<file path="src/rtl/vc_multi_drop_unit_pkg.sv">
// Shared constants, counter-width helper and steering modes for vc_multi_drop_unit.
`default_nettype none

package vc_multi_drop_unit_pkg;

    // Default message width: VC_MEM_RESP_MSG_NBITS(8,32).
    localparam int C_DEFAULT_MSG_NBITS = 45;

    function automatic int ctr_nbits(input int max_drops);
        return $clog2(max_drops + 1);
    endfunction

    typedef enum logic [1:0] {
        STEER_RESET  = 2'd0,
        STEER_PASS   = 2'd1,
        STEER_DROP   = 2'd2,
        STEER_DOMAIN = 2'd3
    } steer_e;

endpackage

`default_nettype wire

</file>
<file path="src/rtl/vc_multi_drop_unit_ctr.sv">
// Saturating pending-drop counter with a sticky overflow flag.
`default_nettype none

module vc_multi_drop_unit_ctr
    import vc_multi_drop_unit_pkg::*;
#(
    parameter int p_max_drops = 4
) (
    input  logic                               clk,
    input  logic                               reset,
    input  logic                               inc,
    input  logic                               dec,
    output logic [ctr_nbits(p_max_drops)-1:0]  count,
    output logic                               sat,
    output logic                               overflow
);

    localparam int C_W = ctr_nbits(p_max_drops);
    localparam logic [C_W-1:0] C_MAX = C_W'(p_max_drops);

    logic [C_W-1:0] r_count;
    logic           r_overflow;

    assign sat      = (r_count == C_MAX);
    assign count    = r_count;
    assign overflow = r_overflow;

    always_ff @(posedge clk) begin
        if (reset) begin
            r_count    <= '0;
            r_overflow <= 1'b0;
        end else if (inc && !dec) begin
            // A drop arriving at saturation is lost; remember that it happened.
            if (sat)
                r_overflow <= 1'b1;
            else
                r_count <= r_count + C_W'(1);
        end else if (dec && !inc && (r_count != '0)) begin
            r_count <= r_count - C_W'(1);
        end
    end

endmodule

`default_nettype wire

</file>
<file path="src/rtl/vc_multi_drop_unit.sv">
// Squashes up to p_max_drops stale imem responses; optional domain-tag check
// enabled by defining VC_MULTI_DROP_UNIT_DOMAIN_CHECK_EN.
`default_nettype none

module vc_multi_drop_unit
    import vc_multi_drop_unit_pkg::*;
#(
    parameter int p_msg_nbits = C_DEFAULT_MSG_NBITS,
    parameter int p_max_drops = 4
) (
    input  logic                               clk,
    input  logic                               reset,
    input  logic                               drop,
    input  logic [p_msg_nbits-1:0]             in_msg,
    input  logic                               in_val,
    output logic                               in_rdy,
    output logic [p_msg_nbits-1:0]             out_msg,
    output logic                               out_val,
    input  logic                               out_rdy,
    input  logic                               in_domain,
    input  logic                               exp_domain,
    output logic [ctr_nbits(p_max_drops)-1:0]  pending,
    output logic                               overflow,
    output logic                               domain_viol
);

    localparam int C_W = ctr_nbits(p_max_drops);

    logic [C_W:0] w_eff;
    logic         w_domain_bad;
    logic         w_inc;
    logic         w_dec;
    logic         w_sat_unused;
    steer_e       w_steer;

    assign out_msg = in_msg;
    assign w_eff   = {1'b0, pending} + {{C_W{1'b0}}, drop};

`ifdef VC_MULTI_DROP_UNIT_DOMAIN_CHECK_EN
    assign w_domain_bad = in_val && (in_domain != exp_domain);
`else
    logic w_domain_unused;
    assign w_domain_unused = in_domain ^ exp_domain;
    assign w_domain_bad    = 1'b0;
`endif

    // A same-cycle drop and response cancel: the response dies, the count holds.
    assign w_inc = drop && !in_val;
    assign w_dec = !drop && in_val && (pending != '0);

    vc_multi_drop_unit_ctr #(
        .p_max_drops (p_max_drops)
    ) u_ctr (
        .clk      (clk),
        .reset    (reset),
        .inc      (w_inc),
        .dec      (w_dec),
        .count    (pending),
        .sat      (w_sat_unused),
        .overflow (overflow)
    );

    always_comb begin
        w_steer     = STEER_PASS;
        out_val     = 1'b0;
        in_rdy      = 1'b0;
        domain_viol = 1'b0;

        if (reset)
            w_steer = STEER_RESET;
        else if (w_eff != '0)
            w_steer = STEER_DROP;
        else if (w_domain_bad)
            w_steer = STEER_DOMAIN;

        case (w_steer)
            STEER_PASS: begin
                out_val = in_val;
                in_rdy  = out_rdy;
            end
            STEER_DROP: begin
                in_rdy = 1'b1;
            end
            STEER_DOMAIN: begin
                in_rdy      = 1'b1;
                domain_viol = 1'b1;
            end
            default: begin
                out_val = 1'b0;
                in_rdy  = 1'b0;
            end
        endcase
    end

endmodule

`default_nettype wire

</file>
<file path="config.mk">
export PLATFORM = sky130hd
export DESIGN_NAME = vc_multi_drop_unit
export DESIGN_NICKNAME = d
export VERILOG_FILES = /design/src/rtl/vc_multi_drop_unit_pkg.sv /design/src/rtl/vc_multi_drop_unit_ctr.sv /design/src/rtl/vc_multi_drop_unit.sv
export SDC_FILE = /design/constraint.sdc
export NUM_CORES = 1
export LEC_CHECK = 0
export CORE_ASPECT_RATIO = 1.25
export CORE_UTILIZATION = 22
export DETAILED_ROUTE_END_ITERATION = 10
export PLACE_DENSITY = 0.82
export SLEW_MARGIN = 10
export SYNTH_ARGS = -nofsm -noshare
export SYNTH_HDL_FRONTEND = slang
export SYNTH_SLANG_ARGS = --single-unit
</file>
<file path="constraint.sdc">
create_clock -name clk -period 1.85 [get_ports clk]
set_clock_uncertainty 0.1 [all_clocks]
set_input_delay 0.2775 -clock clk [delete_from_list [all_inputs] [get_ports clk]]
set_output_delay 0.2775 -clock clk [all_outputs]
set_load 0.005 [all_outputs]
</file>
==> flow_summary.json, run 1 <==
{
  "period_needed_ns": 1.83,
  "start_util_pct": 23.3,
  "core-area_mm2": 0.00268,
  "grt_pass1_vias": 418,
  "finalCritPeriodShare_pct": 98.9,
  "wl_per_cell_um": 13.8,
  "worst_hold_slack_ns": 0.375,
  "cpMostUsedCell": "ha_4",
  "viasPerCell": 4.31,
  "ys_seq_area_share_pct": 12.8,
  "hold_path_class": "reg2reg",
  "cts.clk_slew.worst_paths_ns": 0.04,
  "powerDensity_mw_per_mm2": 1150,
  "initialDrtViolationCount": 5,
  "final_nets": 112,
  "die_x_um": 49.7,
  "synth_seq_cells": 4,
  "first_pass_iters": 4,
  "cts_tree": "yes",
  "routed_wl_um": 1230,
  "yosysWarningCount": 0,
  "slew_violations": 0,
  "drive_above_1_share_pct": 43.6,
  "ys_types": 19,
  "slowest_delay_ns": 0.33,
  "place.gp.congestion": 0.761,
  "insertion_delay_ns": 0.24,
  "crit_required_ns": 1.47,
  "finalHoldViolations": 0,
  "cp_slowest_cell": "dfxtp_2",
  "vias": 384,
  "antenna_found_initial": 0,
  "hold_buffers": 0,
  "synthCells": 80,
  "syn-cell-area_um2": 626,
  "path_cells": "ha_4 > ha_4 > and2_4 > a21oi_4 > nor4_2 > nor2_1 > buf_2",
  "max-cap-violations": 0,
  "dpl.hpwl_um": 863,
  "grt_max_degree": 7,
  "avgSynthCellArea_um2": 7.82,
  "grt_overflow": 0,
  "die_y_um": 61.6,
  "critPathKind": "reg2out",
  "n_antenna_cell": 0,
  "setup_viol": 0,
  "rows": 21,
  "status": "completed",
  "rsz0062_at_grt": "true",
  "synth.net_count": 135,
  "fmax_ghz": 0.546,
  "clock_sinks": 4,
  "ant_nets": 0,
  "die_area_mm2": 0.00306,
  "r2r-start": "u_ctr.count[1]",
  "worstSetupEndpointType": "output pin",
  "reg2reg_slack_ns": 0.31,
  "area_delta_synth_final_pct": -10.6,
  "ctsLongestPathBuffers": 2,
  "drc": 0,
  "r2r_cells": 5,
  "grt_pass1_wl_um": 1870,
  "timing.rr.end": "u_ctr.count[2]",
  "cts_buffers": 3,
  "hold_start": "u_ctr.overflow",
  "worstSetupStartpointType": "register",
  "ir_worst_vdd_mv": 0.551,
  "layoutNonFillerInstCount": 89,
  "port_buffers": 10,
  "cts-root-buf": "clkbuf_4",
  "cp_max_fo": 2,
  "critPathArrivalTime_ns": 1.45,
  "p_leak_uw": 0.000216,
  "htree_levels": 1,
  "min_path_cells": 2,
  "utilization_pct": 20.9,
  "io_pins": 104,
  "place_inst": 85,
  "hold_end": "u_ctr.overflow",
  "grtUsageTotal_pct": 8.78
}
-- cells in the mapped netlist --
| cell | instances | area [um2] |
|---|---|---|
| a21oi_1 | 3 | 15.0 |
| a21oi_2 | 1 | 8.76 |
| a31o_1 | 1 | 8.76 |
| a31oi_1 | 1 | 6.26 |
| and2_1 | 1 | 6.26 |
| and2b_1 | 1 | 7.51 |
| buf_4 | 46 | 345 |
| conb_1 | 1 | 3.75 |
| dfxtp_1 | 4 | 80.1 |
| fa_1 | 1 | 20.0 |
| ha_1 | 2 | 25.0 |
| inv_1 | 1 | 3.75 |
| nand2_1 | 3 | 11.3 |
| nand2b_1 | 1 | 6.26 |
| nor2_1 | 6 | 22.5 |
| nor4_1 | 2 | 12.5 |
| or2b_1 | 1 | 7.51 |
| xnor2_1 | 3 | 26.3 |
| xor2_1 | 1 | 8.76 |
-- per-stage QoR --
step | TNS, ns | setup slack, ns | instance area (um2) | total power (uW)
after floorplan | 0 | 0.253 | 626 | 370
final | 0 | 0.0200 | 559 | 646
after detailed placement | -1.57 | -0.645 | 475 | 453
after CTS | -0.0390 | -0.0390 | 527 | 598
after global routing | -0.0357 | -0.0262 | 559 | 701
after global placement | -1.40 | -0.583 | 475 | 436
-- critical path, delay by kind of cell, from the launching register on --
family / cells / cell delay, ns
buffers and inverters: 1 / 0.12
flip-flops: 1 / 0.33
adder cells (fa/ha/maj): 2 / 0.32
AND/OR/NAND/NOR: 3 / 0.30
AO/OA/AOI/OAI: 1 / 0.14
-- power breakdown --
group          leakage, uW  internal (uW)  switching, uW
combinational     0.000169            215            177
sequential       0.0000331            114           29.2
clock            0.0000138           72.7           38.3
total             0.000216            402            244
-- what timing repair did --
action / CTS / global route
pin swaps: 4 / 3
endpoints found under the setup margin: 3 / 3
setup buffers: 1 / 0
gates resized for setup: 16 / 6
-- routing by layer --
metal	wire (um)	track usage [%]	vias up
met5	0	0	-
met4	137	14.3	0
met1	404	7.01	174
li1	-	-	156
met2	510	13.1	26
met3	177	4.20	28
-- cells by family after synthesis --
kind of cell             after synthesis  synth area share, %
AO/OA/AOI/OAI                          6                 6.20
AND/OR/NAND/NOR                       15                 11.8
other                                  1                0.599
buffers and inverters                 47                 55.8
flip-flops                             4                 12.8
adder cells (fa/ha/maj)                3                 7.20
XOR/XNOR                               4                 5.60
-- worst max path at each step --
stage                   start  endpoint  slack (ns)
2_1_floorplan  u_ctr.count[0]   out_val        0.25
3_3_place_gp             drop    in_rdy       -0.58
3_5_place_dp             drop    in_rdy       -0.65
4_1_cts        u_ctr.count[0]    in_rdy       -0.04
5_1_grt        u_ctr.count[0]    in_rdy       -0.03
6_report       u_ctr.count[0]    in_rdy        0.02
-- placed cells by master (no fill, tap or decap), types with 2 or more instances in the layout --
master           instances
clkdlybuf4s50_1          7
nor2_1                   5
clkbuf_4                 3
buf_4                    8
xnor2_1                  2
nand2_1                  3
buf_2                    2
a21oi_1                  2
nor4_2                   2
dfxtp_1                  3
ha_4                     2
-- registers in the layout, summed over array words and instances, names as in the netlist --
signal and cells:
u_ctr.count 3, u_ctr.overflow 1
-- cell type report --
type | instances | area (um2)
clock buffer | 3 | 22.5
fill | 306 | 2120
inverter | 1 | 3.75
multi-input combinational | 29 | 260
sequential | 4 | 81.3
tap | 34 | 42.5
timing repair buffer | 18 | 149
Note: power is estimated with default switching activity, not from simulation.
==> run 2: changes to the inputs <==
Settings changed: CAP_MARGIN set to 5, CTS_CLUSTER_SIZE set to 14.
==> results of run 2 <==
Same layout as run 1: the final DEF is identical, and so are final timing and power.
